[src/rtl/rob_retire_if.sv]
// rtl/rob_retire_if.sv - dispatch, completion, retire and free-list signals of the reorder buffer
interface rob_retire_if #(
   parameter int IDX_W  = 4,
   parameter int AREG_W = 5,
   parameter int PREG_W = 6,
   parameter int DATA_W = 32
);
   // dispatch side
   logic              alloc_valid_1;
   logic              alloc_valid_2;
   logic [AREG_W-1:0] alloc_rd_1;
   logic [AREG_W-1:0] alloc_rd_2;
   logic [PREG_W-1:0] alloc_pd_1;
   logic [PREG_W-1:0] alloc_pd_2;
   logic [PREG_W-1:0] alloc_old_pd_1;
   logic [PREG_W-1:0] alloc_old_pd_2;
   logic [IDX_W-1:0]  alloc_idx_1;
   logic [IDX_W-1:0]  alloc_idx_2;
   logic              alloc_ready;

   // functional-unit completions
   logic              cmpl_valid_0;
   logic              cmpl_valid_1;
   logic              cmpl_valid_2;
   logic [IDX_W-1:0]  cmpl_idx_0;
   logic [IDX_W-1:0]  cmpl_idx_1;
   logic [IDX_W-1:0]  cmpl_idx_2;
   logic [DATA_W-1:0] cmpl_value_0;
   logic [DATA_W-1:0] cmpl_value_1;
   logic [DATA_W-1:0] cmpl_value_2;

   // architectural commit
   logic              ret_valid_1;
   logic              ret_valid_2;
   logic [AREG_W-1:0] ret_rd_1;
   logic [AREG_W-1:0] ret_rd_2;
   logic [PREG_W-1:0] ret_pd_1;
   logic [PREG_W-1:0] ret_pd_2;
   logic [DATA_W-1:0] ret_value_1;
   logic [DATA_W-1:0] ret_value_2;

   // free-list return
   logic              free_valid_1;
   logic              free_valid_2;
   logic [PREG_W-1:0] free_preg_1;
   logic [PREG_W-1:0] free_preg_2;

   // occupancy
   logic [IDX_W:0]    rob_count;
   logic              rob_empty;

   modport master (
      output alloc_valid_1, alloc_valid_2, alloc_rd_1, alloc_rd_2,
             alloc_pd_1, alloc_pd_2, alloc_old_pd_1, alloc_old_pd_2,
             cmpl_valid_0, cmpl_valid_1, cmpl_valid_2,
             cmpl_idx_0, cmpl_idx_1, cmpl_idx_2,
             cmpl_value_0, cmpl_value_1, cmpl_value_2,
      input  alloc_idx_1, alloc_idx_2, alloc_ready,
             ret_valid_1, ret_valid_2, ret_rd_1, ret_rd_2,
             ret_pd_1, ret_pd_2, ret_value_1, ret_value_2,
             free_valid_1, free_valid_2, free_preg_1, free_preg_2,
             rob_count, rob_empty
   );

   modport slave (
      input  alloc_valid_1, alloc_valid_2, alloc_rd_1, alloc_rd_2,
             alloc_pd_1, alloc_pd_2, alloc_old_pd_1, alloc_old_pd_2,
             cmpl_valid_0, cmpl_valid_1, cmpl_valid_2,
             cmpl_idx_0, cmpl_idx_1, cmpl_idx_2,
             cmpl_value_0, cmpl_value_1, cmpl_value_2,
      output alloc_idx_1, alloc_idx_2, alloc_ready,
             ret_valid_1, ret_valid_2, ret_rd_1, ret_rd_2,
             ret_pd_1, ret_pd_2, ret_value_1, ret_value_2,
             free_valid_1, free_valid_2, free_preg_1, free_preg_2,
             rob_count, rob_empty
   );
endinterface

[src/rtl/rob_retire.sv]
// rtl/rob_retire.sv - reorder buffer with 2-wide dispatch, 3 completion ports and 2-wide in-order retire
module rob_retire #(
   parameter int ROB_DEPTH = 16,
   parameter int IDX_W     = 4,
   parameter int AREG_W    = 5,
   parameter int PREG_W    = 6,
   parameter int DATA_W    = 32
) (
   input  logic       clk,
   input  logic       reset,
   rob_retire_if.slave bus
);
   localparam int                CNT_W       = IDX_W + 1;
   localparam int                N_FU        = 3;
   localparam logic [CNT_W-1:0]  ALLOC_LIMIT = CNT_W'(ROB_DEPTH - 2);

   // entry control bits (reset) and payload (no reset, only meaningful while valid)
   logic [ROB_DEPTH-1:0] valid_q;
   logic [ROB_DEPTH-1:0] done_q;
   logic [AREG_W-1:0]    rd_q     [ROB_DEPTH];
   logic [PREG_W-1:0]    pd_q     [ROB_DEPTH];
   logic [PREG_W-1:0]    old_pd_q [ROB_DEPTH];
   logic [DATA_W-1:0]    value_q  [ROB_DEPTH];

   logic [IDX_W-1:0]     head_q;
   logic [IDX_W-1:0]     tail_q;
   logic [IDX_W-1:0]     head_p1;
   logic [CNT_W-1:0]     count_q;
   logic [CNT_W-1:0]     count_next;

   // completion ports flattened into arrays so the port priority is a loop order
   logic                 cmpl_valid [N_FU];
   logic [IDX_W-1:0]     cmpl_idx   [N_FU];
   logic [DATA_W-1:0]    cmpl_value [N_FU];
   logic                 cmpl_hit   [N_FU];

   logic                 alloc_ready;
   logic                 acc_1;
   logic                 acc_2;
   logic [IDX_W-1:0]     alloc_idx_1;
   logic [IDX_W-1:0]     alloc_idx_2;
   logic [1:0]           n_alloc;

   logic                 ret_1;
   logic                 ret_2;
   logic                 free_1;
   logic                 free_2;
   logic [1:0]           n_ret;

   // registered retire / free pulses
   logic                 ret_valid_1_q;
   logic                 ret_valid_2_q;
   logic [AREG_W-1:0]    ret_rd_1_q;
   logic [AREG_W-1:0]    ret_rd_2_q;
   logic [PREG_W-1:0]    ret_pd_1_q;
   logic [PREG_W-1:0]    ret_pd_2_q;
   logic [DATA_W-1:0]    ret_value_1_q;
   logic [DATA_W-1:0]    ret_value_2_q;
   logic                 free_valid_1_q;
   logic                 free_valid_2_q;
   logic [PREG_W-1:0]    free_preg_1_q;
   logic [PREG_W-1:0]    free_preg_2_q;

   assign cmpl_valid[0] = bus.cmpl_valid_0;
   assign cmpl_valid[1] = bus.cmpl_valid_1;
   assign cmpl_valid[2] = bus.cmpl_valid_2;
   assign cmpl_idx[0]   = bus.cmpl_idx_0;
   assign cmpl_idx[1]   = bus.cmpl_idx_1;
   assign cmpl_idx[2]   = bus.cmpl_idx_2;
   assign cmpl_value[0] = bus.cmpl_value_0;
   assign cmpl_value[1] = bus.cmpl_value_1;
   assign cmpl_value[2] = bus.cmpl_value_2;

   // Dispatch acceptance depends only on the registered count, so a slot that is
   // retiring this cycle is never handed out again in the same cycle.
   assign alloc_ready = (count_q <= ALLOC_LIMIT);
   assign acc_1       = alloc_ready && bus.alloc_valid_1;
   assign acc_2       = alloc_ready && bus.alloc_valid_2;
   assign alloc_idx_1 = tail_q;
   assign alloc_idx_2 = tail_q + IDX_W'(bus.alloc_valid_1);
   assign n_alloc     = {1'b0, acc_1} + {1'b0, acc_2};

   // Retire picks from the pre-edge head; slot 2 only ever follows slot 1.
   assign head_p1     = head_q + IDX_W'(1);
   assign ret_1       = valid_q[head_q] && done_q[head_q];
   assign ret_2       = ret_1 && valid_q[head_p1] && done_q[head_p1];
   assign free_1      = ret_1 && (rd_q[head_q] != '0);
   assign free_2      = ret_2 && (rd_q[head_p1] != '0);
   assign n_ret       = {1'b0, ret_1} + {1'b0, ret_2};

   assign count_next  = count_q + CNT_W'(n_alloc) - CNT_W'(n_ret);

   // A completion only counts against an entry that was live before the edge.
   always_comb begin
      for (int k = 0; k < N_FU; k++) begin
         cmpl_hit[k] = cmpl_valid[k] && valid_q[cmpl_idx[k]];
      end
   end

   // Entry valid/done flags, pointers, occupancy and retire pulses.
   always_ff @(posedge clk or posedge reset) begin
      if (reset) begin
         valid_q        <= '0;
         done_q         <= '0;
         head_q         <= '0;
         tail_q         <= '0;
         count_q        <= '0;
         ret_valid_1_q  <= 1'b0;
         ret_valid_2_q  <= 1'b0;
         ret_rd_1_q     <= '0;
         ret_rd_2_q     <= '0;
         ret_pd_1_q     <= '0;
         ret_pd_2_q     <= '0;
         ret_value_1_q  <= '0;
         ret_value_2_q  <= '0;
         free_valid_1_q <= 1'b0;
         free_valid_2_q <= 1'b0;
         free_preg_1_q  <= '0;
         free_preg_2_q  <= '0;
      end else begin
         for (int k = 0; k < N_FU; k++) begin
            if (cmpl_hit[k]) begin
               done_q[cmpl_idx[k]] <= 1'b1;
            end
         end
         if (ret_1) begin
            valid_q[head_q] <= 1'b0;
            done_q[head_q]  <= 1'b0;
         end
         if (ret_2) begin
            valid_q[head_p1] <= 1'b0;
            done_q[head_p1]  <= 1'b0;
         end
         if (acc_1) begin
            valid_q[alloc_idx_1] <= 1'b1;
            done_q[alloc_idx_1]  <= 1'b0;
         end
         if (acc_2) begin
            valid_q[alloc_idx_2] <= 1'b1;
            done_q[alloc_idx_2]  <= 1'b0;
         end

         head_q  <= head_q + IDX_W'(n_ret);
         tail_q  <= tail_q + IDX_W'(n_alloc);
         count_q <= count_next;

         ret_valid_1_q  <= ret_1;
         ret_valid_2_q  <= ret_2;
         ret_rd_1_q     <= ret_1 ? rd_q[head_q]     : '0;
         ret_rd_2_q     <= ret_2 ? rd_q[head_p1]    : '0;
         ret_pd_1_q     <= ret_1 ? pd_q[head_q]     : '0;
         ret_pd_2_q     <= ret_2 ? pd_q[head_p1]    : '0;
         ret_value_1_q  <= ret_1 ? value_q[head_q]  : '0;
         ret_value_2_q  <= ret_2 ? value_q[head_p1] : '0;
         free_valid_1_q <= free_1;
         free_valid_2_q <= free_2;
         free_preg_1_q  <= free_1 ? old_pd_q[head_q]  : '0;
         free_preg_2_q  <= free_2 ? old_pd_q[head_p1] : '0;
      end
   end

   // Entry payload: later completion ports win on a shared index; dispatch fills fresh slots.
   always_ff @(posedge clk) begin
      for (int k = 0; k < N_FU; k++) begin
         if (cmpl_hit[k]) begin
            value_q[cmpl_idx[k]] <= cmpl_value[k];
         end
      end
      if (acc_1) begin
         rd_q[alloc_idx_1]     <= bus.alloc_rd_1;
         pd_q[alloc_idx_1]     <= bus.alloc_pd_1;
         old_pd_q[alloc_idx_1] <= bus.alloc_old_pd_1;
      end
      if (acc_2) begin
         rd_q[alloc_idx_2]     <= bus.alloc_rd_2;
         pd_q[alloc_idx_2]     <= bus.alloc_pd_2;
         old_pd_q[alloc_idx_2] <= bus.alloc_old_pd_2;
      end
   end

   assign bus.alloc_idx_1  = alloc_idx_1;
   assign bus.alloc_idx_2  = alloc_idx_2;
   assign bus.alloc_ready  = alloc_ready;
   assign bus.ret_valid_1  = ret_valid_1_q;
   assign bus.ret_valid_2  = ret_valid_2_q;
   assign bus.ret_rd_1     = ret_rd_1_q;
   assign bus.ret_rd_2     = ret_rd_2_q;
   assign bus.ret_pd_1     = ret_pd_1_q;
   assign bus.ret_pd_2     = ret_pd_2_q;
   assign bus.ret_value_1  = ret_value_1_q;
   assign bus.ret_value_2  = ret_value_2_q;
   assign bus.free_valid_1 = free_valid_1_q;
   assign bus.free_valid_2 = free_valid_2_q;
   assign bus.free_preg_1  = free_preg_1_q;
   assign bus.free_preg_2  = free_preg_2_q;
   assign bus.rob_count    = count_q;
   assign bus.rob_empty    = (count_q == '0);
endmodule

[src/flat_wrapper.sv]
// flat-port wrapper written by rule: the top's interface ports become plain ports
module rob_retire_flat 
#(
   parameter int ROB_DEPTH = 16,
   parameter int IDX_W     = 4,
   parameter int AREG_W    = 5,
   parameter int PREG_W    = 6,
   parameter int DATA_W    = 32
)
  (clk, reset, bus_alloc_valid_1, bus_alloc_valid_2, bus_alloc_rd_1, bus_alloc_rd_2, bus_alloc_pd_1, bus_alloc_pd_2, bus_alloc_old_pd_1, bus_alloc_old_pd_2, bus_cmpl_valid_0, bus_cmpl_valid_1, bus_cmpl_valid_2, bus_cmpl_idx_0, bus_cmpl_idx_1, bus_cmpl_idx_2, bus_cmpl_value_0, bus_cmpl_value_1, bus_cmpl_value_2, bus_alloc_idx_1, bus_alloc_idx_2, bus_alloc_ready, bus_ret_valid_1, bus_ret_valid_2, bus_ret_rd_1, bus_ret_rd_2, bus_ret_pd_1, bus_ret_pd_2, bus_ret_value_1, bus_ret_value_2, bus_free_valid_1, bus_free_valid_2, bus_free_preg_1, bus_free_preg_2, bus_rob_count, bus_rob_empty);
  rob_retire_if #(.IDX_W(IDX_W), .AREG_W(AREG_W), .PREG_W(PREG_W), .DATA_W(DATA_W)) bus_i ();
  input  logic clk;
  input  logic reset;
  input wire logic [$bits(bus_i.alloc_valid_1)-1:0] bus_alloc_valid_1;
  input wire logic [$bits(bus_i.alloc_valid_2)-1:0] bus_alloc_valid_2;
  input wire logic [$bits(bus_i.alloc_rd_1)-1:0] bus_alloc_rd_1;
  input wire logic [$bits(bus_i.alloc_rd_2)-1:0] bus_alloc_rd_2;
  input wire logic [$bits(bus_i.alloc_pd_1)-1:0] bus_alloc_pd_1;
  input wire logic [$bits(bus_i.alloc_pd_2)-1:0] bus_alloc_pd_2;
  input wire logic [$bits(bus_i.alloc_old_pd_1)-1:0] bus_alloc_old_pd_1;
  input wire logic [$bits(bus_i.alloc_old_pd_2)-1:0] bus_alloc_old_pd_2;
  input wire logic [$bits(bus_i.cmpl_valid_0)-1:0] bus_cmpl_valid_0;
  input wire logic [$bits(bus_i.cmpl_valid_1)-1:0] bus_cmpl_valid_1;
  input wire logic [$bits(bus_i.cmpl_valid_2)-1:0] bus_cmpl_valid_2;
  input wire logic [$bits(bus_i.cmpl_idx_0)-1:0] bus_cmpl_idx_0;
  input wire logic [$bits(bus_i.cmpl_idx_1)-1:0] bus_cmpl_idx_1;
  input wire logic [$bits(bus_i.cmpl_idx_2)-1:0] bus_cmpl_idx_2;
  input wire logic [$bits(bus_i.cmpl_value_0)-1:0] bus_cmpl_value_0;
  input wire logic [$bits(bus_i.cmpl_value_1)-1:0] bus_cmpl_value_1;
  input wire logic [$bits(bus_i.cmpl_value_2)-1:0] bus_cmpl_value_2;
  output wire logic [$bits(bus_i.alloc_idx_1)-1:0] bus_alloc_idx_1;
  output wire logic [$bits(bus_i.alloc_idx_2)-1:0] bus_alloc_idx_2;
  output wire logic [$bits(bus_i.alloc_ready)-1:0] bus_alloc_ready;
  output wire logic [$bits(bus_i.ret_valid_1)-1:0] bus_ret_valid_1;
  output wire logic [$bits(bus_i.ret_valid_2)-1:0] bus_ret_valid_2;
  output wire logic [$bits(bus_i.ret_rd_1)-1:0] bus_ret_rd_1;
  output wire logic [$bits(bus_i.ret_rd_2)-1:0] bus_ret_rd_2;
  output wire logic [$bits(bus_i.ret_pd_1)-1:0] bus_ret_pd_1;
  output wire logic [$bits(bus_i.ret_pd_2)-1:0] bus_ret_pd_2;
  output wire logic [$bits(bus_i.ret_value_1)-1:0] bus_ret_value_1;
  output wire logic [$bits(bus_i.ret_value_2)-1:0] bus_ret_value_2;
  output wire logic [$bits(bus_i.free_valid_1)-1:0] bus_free_valid_1;
  output wire logic [$bits(bus_i.free_valid_2)-1:0] bus_free_valid_2;
  output wire logic [$bits(bus_i.free_preg_1)-1:0] bus_free_preg_1;
  output wire logic [$bits(bus_i.free_preg_2)-1:0] bus_free_preg_2;
  output wire logic [$bits(bus_i.rob_count)-1:0] bus_rob_count;
  output wire logic [$bits(bus_i.rob_empty)-1:0] bus_rob_empty;
  assign bus_i.alloc_valid_1 = bus_alloc_valid_1;
  assign bus_i.alloc_valid_2 = bus_alloc_valid_2;
  assign bus_i.alloc_rd_1 = bus_alloc_rd_1;
  assign bus_i.alloc_rd_2 = bus_alloc_rd_2;
  assign bus_i.alloc_pd_1 = bus_alloc_pd_1;
  assign bus_i.alloc_pd_2 = bus_alloc_pd_2;
  assign bus_i.alloc_old_pd_1 = bus_alloc_old_pd_1;
  assign bus_i.alloc_old_pd_2 = bus_alloc_old_pd_2;
  assign bus_i.cmpl_valid_0 = bus_cmpl_valid_0;
  assign bus_i.cmpl_valid_1 = bus_cmpl_valid_1;
  assign bus_i.cmpl_valid_2 = bus_cmpl_valid_2;
  assign bus_i.cmpl_idx_0 = bus_cmpl_idx_0;
  assign bus_i.cmpl_idx_1 = bus_cmpl_idx_1;
  assign bus_i.cmpl_idx_2 = bus_cmpl_idx_2;
  assign bus_i.cmpl_value_0 = bus_cmpl_value_0;
  assign bus_i.cmpl_value_1 = bus_cmpl_value_1;
  assign bus_i.cmpl_value_2 = bus_cmpl_value_2;
  assign bus_alloc_idx_1 = bus_i.alloc_idx_1;
  assign bus_alloc_idx_2 = bus_i.alloc_idx_2;
  assign bus_alloc_ready = bus_i.alloc_ready;
  assign bus_ret_valid_1 = bus_i.ret_valid_1;
  assign bus_ret_valid_2 = bus_i.ret_valid_2;
  assign bus_ret_rd_1 = bus_i.ret_rd_1;
  assign bus_ret_rd_2 = bus_i.ret_rd_2;
  assign bus_ret_pd_1 = bus_i.ret_pd_1;
  assign bus_ret_pd_2 = bus_i.ret_pd_2;
  assign bus_ret_value_1 = bus_i.ret_value_1;
  assign bus_ret_value_2 = bus_i.ret_value_2;
  assign bus_free_valid_1 = bus_i.free_valid_1;
  assign bus_free_valid_2 = bus_i.free_valid_2;
  assign bus_free_preg_1 = bus_i.free_preg_1;
  assign bus_free_preg_2 = bus_i.free_preg_2;
  assign bus_rob_count = bus_i.rob_count;
  assign bus_rob_empty = bus_i.rob_empty;
  rob_retire #(.ROB_DEPTH(ROB_DEPTH), .IDX_W(IDX_W), .AREG_W(AREG_W), .PREG_W(PREG_W), .DATA_W(DATA_W)) u_core (.clk(clk), .reset(reset), .bus(bus_i));
endmodule
[config.mk]
export PLATFORM = sky130hd
export DESIGN_NAME = rob_retire_flat
export DESIGN_NICKNAME = d
export VERILOG_FILES = /design/src/rtl/rob_retire_if.sv /design/src/rtl/rob_retire.sv /design/src/flat_wrapper.sv
export SDC_FILE = /design/constraint.sdc
export NUM_CORES = 2
export LEC_CHECK = 0
export CORE_MARGIN = 3
export CORE_UTILIZATION = 55
export CTS_CLUSTER_SIZE = 8
export DETAILED_ROUTE_END_ITERATION = 8
export GPL_TIMING_DRIVEN = 0
export PLACE_DENSITY_LB_ADDON = 0.12
export SLEW_MARGIN = 20
export SYNTH_ARGS = -nofsm -noshare
export SYNTH_HDL_FRONTEND = slang
export SYNTH_SLANG_ARGS = --single-unit
[constraint.sdc]
create_clock -name clk -period 6.84 [get_ports clk]
set_clock_uncertainty 0.05 [all_clocks]
set_input_delay 1.368 -clock clk [delete_from_list [all_inputs] [get_ports clk]]
set_output_delay 1.368 -clock clk [all_outputs]
set_load 0.05 [all_outputs]
Word level (Yosys, flattened, before mapping)
Memories as Yosys holds them, arrays and structs flattened. Cells that the tools add are included.

Register bits: 147. Memory bits (writable): 784. Output and inout bits: 117. Word-level logic and storage cells: 136. Memories kept: 4.

Memory list: u_core.value_q (words 16, bits a word 32, read ports 2, clocked after Yosys merged registers in 0, wr ports 3, RTL line rob_retire.sv:23) `logic [DATA_W-1:0] value_q [ROB_DEPTH];`; u_core.old_pd_q (words 16, bits a word 6, read ports 2, clocked after Yosys merged registers in 0, wr ports 2, RTL line rob_retire.sv:22) `logic [PREG_W-1:0] old_pd_q [ROB_DEPTH];`; u_core.pd_q (words 16, bits a word 6, read ports 2, clocked after Yosys merged registers in 0, wr ports 2, RTL line rob_retire.sv:21) `logic [PREG_W-1:0] pd_q [ROB_DEPTH];`; u_core.rd_q (words 16, bits a word 5, read ports 2, clocked after Yosys merged registers in 0, wr ports 2, RTL line rob_retire.sv:20) `logic [AREG_W-1:0] rd_q [ROB_DEPTH];`.

Add/sub/neg operators: 8. Order comparisons: 15. Mux-type cells: 57. Bitwise gates (word level): 15. Reduce and logical (&&, ||, !) cells: 20.

Operators by type and width (count): $mux W16 (11); $and A16 B16 Y16 (6); $or A16 B16 Y16 (5); $mux W32 (2); $not A16 Y16 (4); $lt A4 B5 Y1 const B (7); $bmux W1 S4 (7); $demux W1 S4 (7); $ge A4 B1 Y1 const B (7); $mux W1 (24); $mux W6 (4); $logic_and A1 B1 Y1 (17); $mux W5 (2); $reduce_bool A5 Y1 (2); $add A4 B2 Y4 (2); $add A5 B2 Y5 (1); $le A5 B4 Y1 const B (1); $logic_not A5 Y1 (1); $sub A5 B2 Y5 (1); $add A1 B1 Y2 (2); $add A4 B1 Y4 (1); $add A4 B1 Y4 const B (1).

Logic depth before layout (Yosys ltp)
Word-level depth: 18. Depth in mapped cells: 19.

Worst setup path before layout
OpenSTA, ideal clock, no wires.

Path type: input -> register. From: input port bus_cmpl_idx_0[0]. To: memory u_core.value_q[12][0] (enable). Setup time: 537 ps. Arrival time: 5881 ps. Required time: 6253 ps. Setup slack: 372 ps. Stages on the path: 4. Buffers on the path: 1. Cell sequence: buf_2 > mux4_2 > nand4_1 > o311ai_0.

RTL lines: from (decl) (RTL line flat_wrapper.sv:25) `input wire logic [$bits(bus_i.cmpl_idx_0)-1:0] bus_cmpl_idx_0;`; to (decl) (RTL line rob_retire.sv:23).

Worst setup path after layout
From: register u_core.head_q[0]. To: register u_core.count_q[4], in the netlist u_core.bus.rob_count[4].

Longest elaborated chain between the ends: 7. Elaborated cells on any way between the ends: 14. Classes of those cells: 3 x add/sub; 8 x mux; 3 x reduce/logical.

RTL lines: from (decl) (RTL line rob_retire.sv:25) `logic [IDX_W-1:0] head_q;`; from (signal assigned) (RTL line rob_retire.sv:143) `head_q <= head_q + IDX_W'(n_ret);`; $add A4 B1 Y4 or $bmux W1 S4 (tied branches) (RTL line rob_retire.sv:84, rob_retire.sv:85); $bmux W1 S4 or $mux W1 (tied branches) (RTL line rob_retire.sv:86, rob_retire.sv:85); $mux W1 (not written as such) or $logic_and A1 B1 Y1 (tied branches) (RTL line rob_retire.sv:86, rob_retire.sv:85); $logic_and A1 B1 Y1 (RTL line rob_retire.sv:86) `assign ret_2 = ret_1 && valid_q[head_p1] && done_q[head_p1];`; $logic_and A1 B1 Y1 * (RTL line rob_retire.sv:86); named net u_core.ret_2 (RTL line rob_retire.sv:45) `logic ret_2;`; $add A1 B1 Y2 * (RTL line rob_retire.sv:89) `assign n_ret = {1'b0, ret_1} + {1'b0, ret_2};`; $sub A5 B2 Y5 * (RTL line rob_retire.sv:91) `assign count_next = count_q + CNT_W'(n_alloc) - CNT_W'(n_ret);`; named net u_core.count_next[4] (RTL line rob_retire.sv:29) `logic [CNT_W-1:0] count_next;`; to (signal assigned) (RTL line rob_retire.sv:145) `count_q <= count_next;`; to (decl) (RTL line rob_retire.sv:28) `logic [CNT_W-1:0] count_q;`.

The timed path passes the listed nets; every way through them passes the cells marked *. The select of a mux whose other input is x is not followed.

==> qor.csv <==
stage,metric,value,unit
power_and_ir_drop,p_clk_frac,0.230,
logic_synthesis,post_synth_instance_area,0.0565,sq mm
timing,post-route-period-util,0.789,
timing,tightest_slew,1.36,ns
clock_tree,cts_inserted_buffers,134,
global_route,grt_usage,0.451,
timing,max_freq,0.185,GHz
timing,period_minus_slack,5.40,ns
clock_tree,cts_setup_buffers,0,
logic_synthesis,synthesis.nets,4594,
logic_synthesis,synth_edf_count,784,
placed_design,hpwlAfterDp,165,mm
job,drv_cap,0,
logic_synthesis,synthCells,4418,
power_and_ir_drop,switching_power,11.8,mW
power_and_ir_drop,power_leakage,23.0,nW
timing,rsz0062_at_grt,no,
power_and_ir_drop,irDropWorstVdd,434,uV
power_and_ir_drop,powerDensity,426,mW/mm^2
worst_setup_path,arrival,6.03,ns
logic_synthesis,yosysWarningCount,0,
clock_tree,cts_hold_buf,0,
worst_setup_path,crit_fanout,11,
die,die_area,0.107,sq mm
cells_and_area,drive_above_1_share,0.234,
worst_setup_path,slowest_delay,0.59,ns
logic_synthesis,yosysSeqAreaShare,0.482,
logic_synthesis,synth.top_cell.area_share,0.417,
die,num_rows,116,
die,die_w,326,um
clock_tree,ctsResizeCount,0,
route,wl_per_cell,38.5,um
outcome,status,finished clean,
clock_tree,cts_tree,built,
worst_setup_path,crit_top_cell,ha_1,
worst_setup_path,cpMaxStageDelayCell,dfrtp_1,
logic_synthesis,async_reset_ff_frac,0.158,
clock_tree,h-tree-depth,4,
global_route,grt-ovfl-total,0,
power_and_ir_drop,internal_power,16.2,mW
worst_setup_path,critPathKind,reg -> reg,
route,ant_nets,0,
route,viasPerCell,7.41,
global_route,grt_pass1_vias,45600,
die,core_area,0.101,sq mm
timing,setup_viol,0,
logic_synthesis,synth_cell_types,72,
power_and_ir_drop,pwr-share-comb,0.507,
logic_synthesis,synth_flop_cell,edfxtp_1,
placed_design,place_area,0.0618,sq mm
timing,maxSlewHeadroom,0.0903,
clock_tree,cts.sinks,931,
global_route,antenna_found_initial,19,
cells_and_area,area_growth,16.6,%
logic_synthesis,synth_seq_cells,931,
placed_design,gp_congestion,1.02,
timing,final-hold-violation-count,0,
route,first_pass_iters,9,
cells_and_area,layout.cells.non_filler,6335,
clock_tree,worstSkewPairLatency,0.76,ns
route,drtIter0Drc,9407,
logic_synthesis,synthTopCellsByArea,"edfxtp_1 (42%), mux4_2 (18%), mux2i_1 (9.1%)",
route,routed_wl,244,mm
timing,slew_viol_final,0,
die,ios,266,
logic_synthesis,avgSynthCellArea,12.8,sq um
worst_setup_path,crit_chain,buf_6 -> inv_1 -> ha_1 -> buf_2 -> mux4_1 -> o22ai_1 -> a221o_1 -> nand2_4 -> inv_2 -> clkbuf_2 -> ha_1 -> ha_1 -> inv_1 -> ha_1 -> fa_1 -> a21oi_1 -> nor2_1 -> nor2_1 -> xnor2_1,
route,vias,46900,
worst_setup_path,start_kind,register,
worst_hold_path,hold_class,reg -> reg,
global_route,grt_pass1_wl,336,mm
placed_design,dp.cells,6080,
die,initial_core_util,0.559,
power_and_ir_drop,swShare,0.421,
timing,tns,0,ns
worst_setup_path,cp.required,7.47,ns
route,route.detailed.drc,0,
clock_tree,clock_path_buffers,3,
cells_and_area,final_area,0.0658,sq mm
logic_synthesis,yosys.area.top_type,edfxtp_1,
global_route,grt_max_degree,89,
clock_tree,path_clk_slew,0.05,ns
worst_setup_path,end_kind,register,
cells_and_area,nNetsFinal,5036,
placed_design,portBuffers,233,
die,fp.dieH,326,um
clock_tree,clockRootBuffer,clkbuf_16,
power_and_ir_drop,p_seq_frac,0.263,
-- synth_stat cells, drive strengths merged (103+ instances only) --
library cell	instances
nor2	174
mux4	456
dfrtp	147
nand2	595
buf	195
o21ai	395
mux2i	516
mux2	274
clkbuf	305
nand3	103
edfxtp	784
a21oi	134
-- path summary, 6_finish.rpt --
path                            depth (start not counted)              from  slack, ns                          to
worst max register to register                         19  u_core.head_q[0]       1.44     u_core.bus.rob_count[4]
min in group asynchronous                               2             reset       1.09      u_core.bus.ret_pd_2[5]
worst max-delay path                                   19  u_core.head_q[0]       1.44     u_core.bus.rob_count[4]
max in group asynchronous                               3             reset       4.84  u_core.bus.ret_value_1[27]
worst min register to register                          2  u_core.done_q[6]       0.52            u_core.done_q[6]
worst min-delay path                                    2  u_core.done_q[6]       0.52            u_core.done_q[6]
-- power by group through the flow --
stage / sequential, mW / combinational, mW / clock (mW)
6_report: 7.37 / 14.2 / 6.45
5_1_grt: 7.42 / 14.5 / 6.63
4_1_cts: 7.35 / 13.6 / 6.39
3_5_place_dp: 7.45 / 13.6 / 0
3_3_place_gp: 7.49 / 13.3 / 0
2_1_floorplan: 8.09 / 7.97 / 0
-- layer usage --
metal  wire length [um]  GRT usage  up-vias
met3              44300      0.229     1204
met1              81100      0.567    23000
met2             101000      0.626     4920
met5                149    0.00543        -
met4              17400      0.258       14
li1                   -          -    17800
-- worst max-delay path, delay by kind of cell, from the launching register on --
family,cells,cell delay (ns)
XOR/XNOR,1,0.12
multiplexers,1,0.41
AO/OA/AOI/OAI,3,0.57
flip-flops,1,0.59
adder cells (fa/ha/maj),5,1.81
buffers and inverters,6,1.42
AND/OR/NAND/NOR,3,0.36
-- cell families after synthesis --
group	count (synthesis)	synth area share
multiplexers	1246	0.328
buffers and inverters	527	0.0386
flip-flops	931	0.482
AND/OR/NAND/NOR	1070	0.0839
adder cells (fa/ha/maj)	27	0.00652
AO/OA/AOI/OAI	605	0.0585
XOR/XNOR	12	0.00213
-- cell type report --
type / count / area (sq um)
clock buffer: 227 / 3790
clock inverter: 10 / 143
antenna: 17 / 42.5
multi-input combinational: 2960 / 27300
sequential: 931 / 27200
timing repair buffer: 306 / 3380
inverter: 27 / 110
buffer: 500 / 2120
fill: 7720 / 35200
tap: 1357 / 1700
-- metrics by stage --
step           utilization  worst slack (ns)  total power [mW]  hold WS [ns]
6_report             0.652              1.44              28.0         0.517
5_1_grt              0.651              1.27              28.5         0.559
4_1_cts              0.651              1.60              27.4         0.516
3_5_place_dp         0.612              1.38              21.0         0.509
3_3_place_gp         0.599             -7.24              20.7         0.504
2_1_floorplan            -             0.372              16.1         0.444
-- state kept, by name, indices dropped and copies added, names as in the netlist, 16 cells and up --
| name | count |
|---|---|
| u_core.done_q | 16 |
| u_core.value_q | 512 |
| u_core.pd_q | 96 |
| u_core.bus.ret_value_1 | 32 |
| u_core.old_pd_q | 96 |
| u_core.valid_q | 16 |
| u_core.rd_q | 80 |
| u_core.bus.ret_value_2 | 32 |
-- layout by cell type (no fill, tap or decap), types with 7 or more instances in the layout --
cell type          n
nand4_1           10
clkbuf_16        138
nand3_1          103
nor2_1           174
mux4_2           453
inv_1             23
nand2_1          594
a21oi_1          134
dfrtp_1          147
buf_1             67
o21ai_0          385
xnor2_1            7
buf_2            104
clkbuf_2          24
and3_1            84
o21ai_4           10
clkbuf_1         376
buf_4             54
a31o_2            16
buf_6             10
clkdlybuf4s50_1  233
nor3b_1           10
ha_1              23
buf_16            20
mux2_2           274
nor2b_1           51
mux2i_1          516
diode_2           17
edfxtp_1         784
Note: power is estimated with default switching activity, not from simulation.
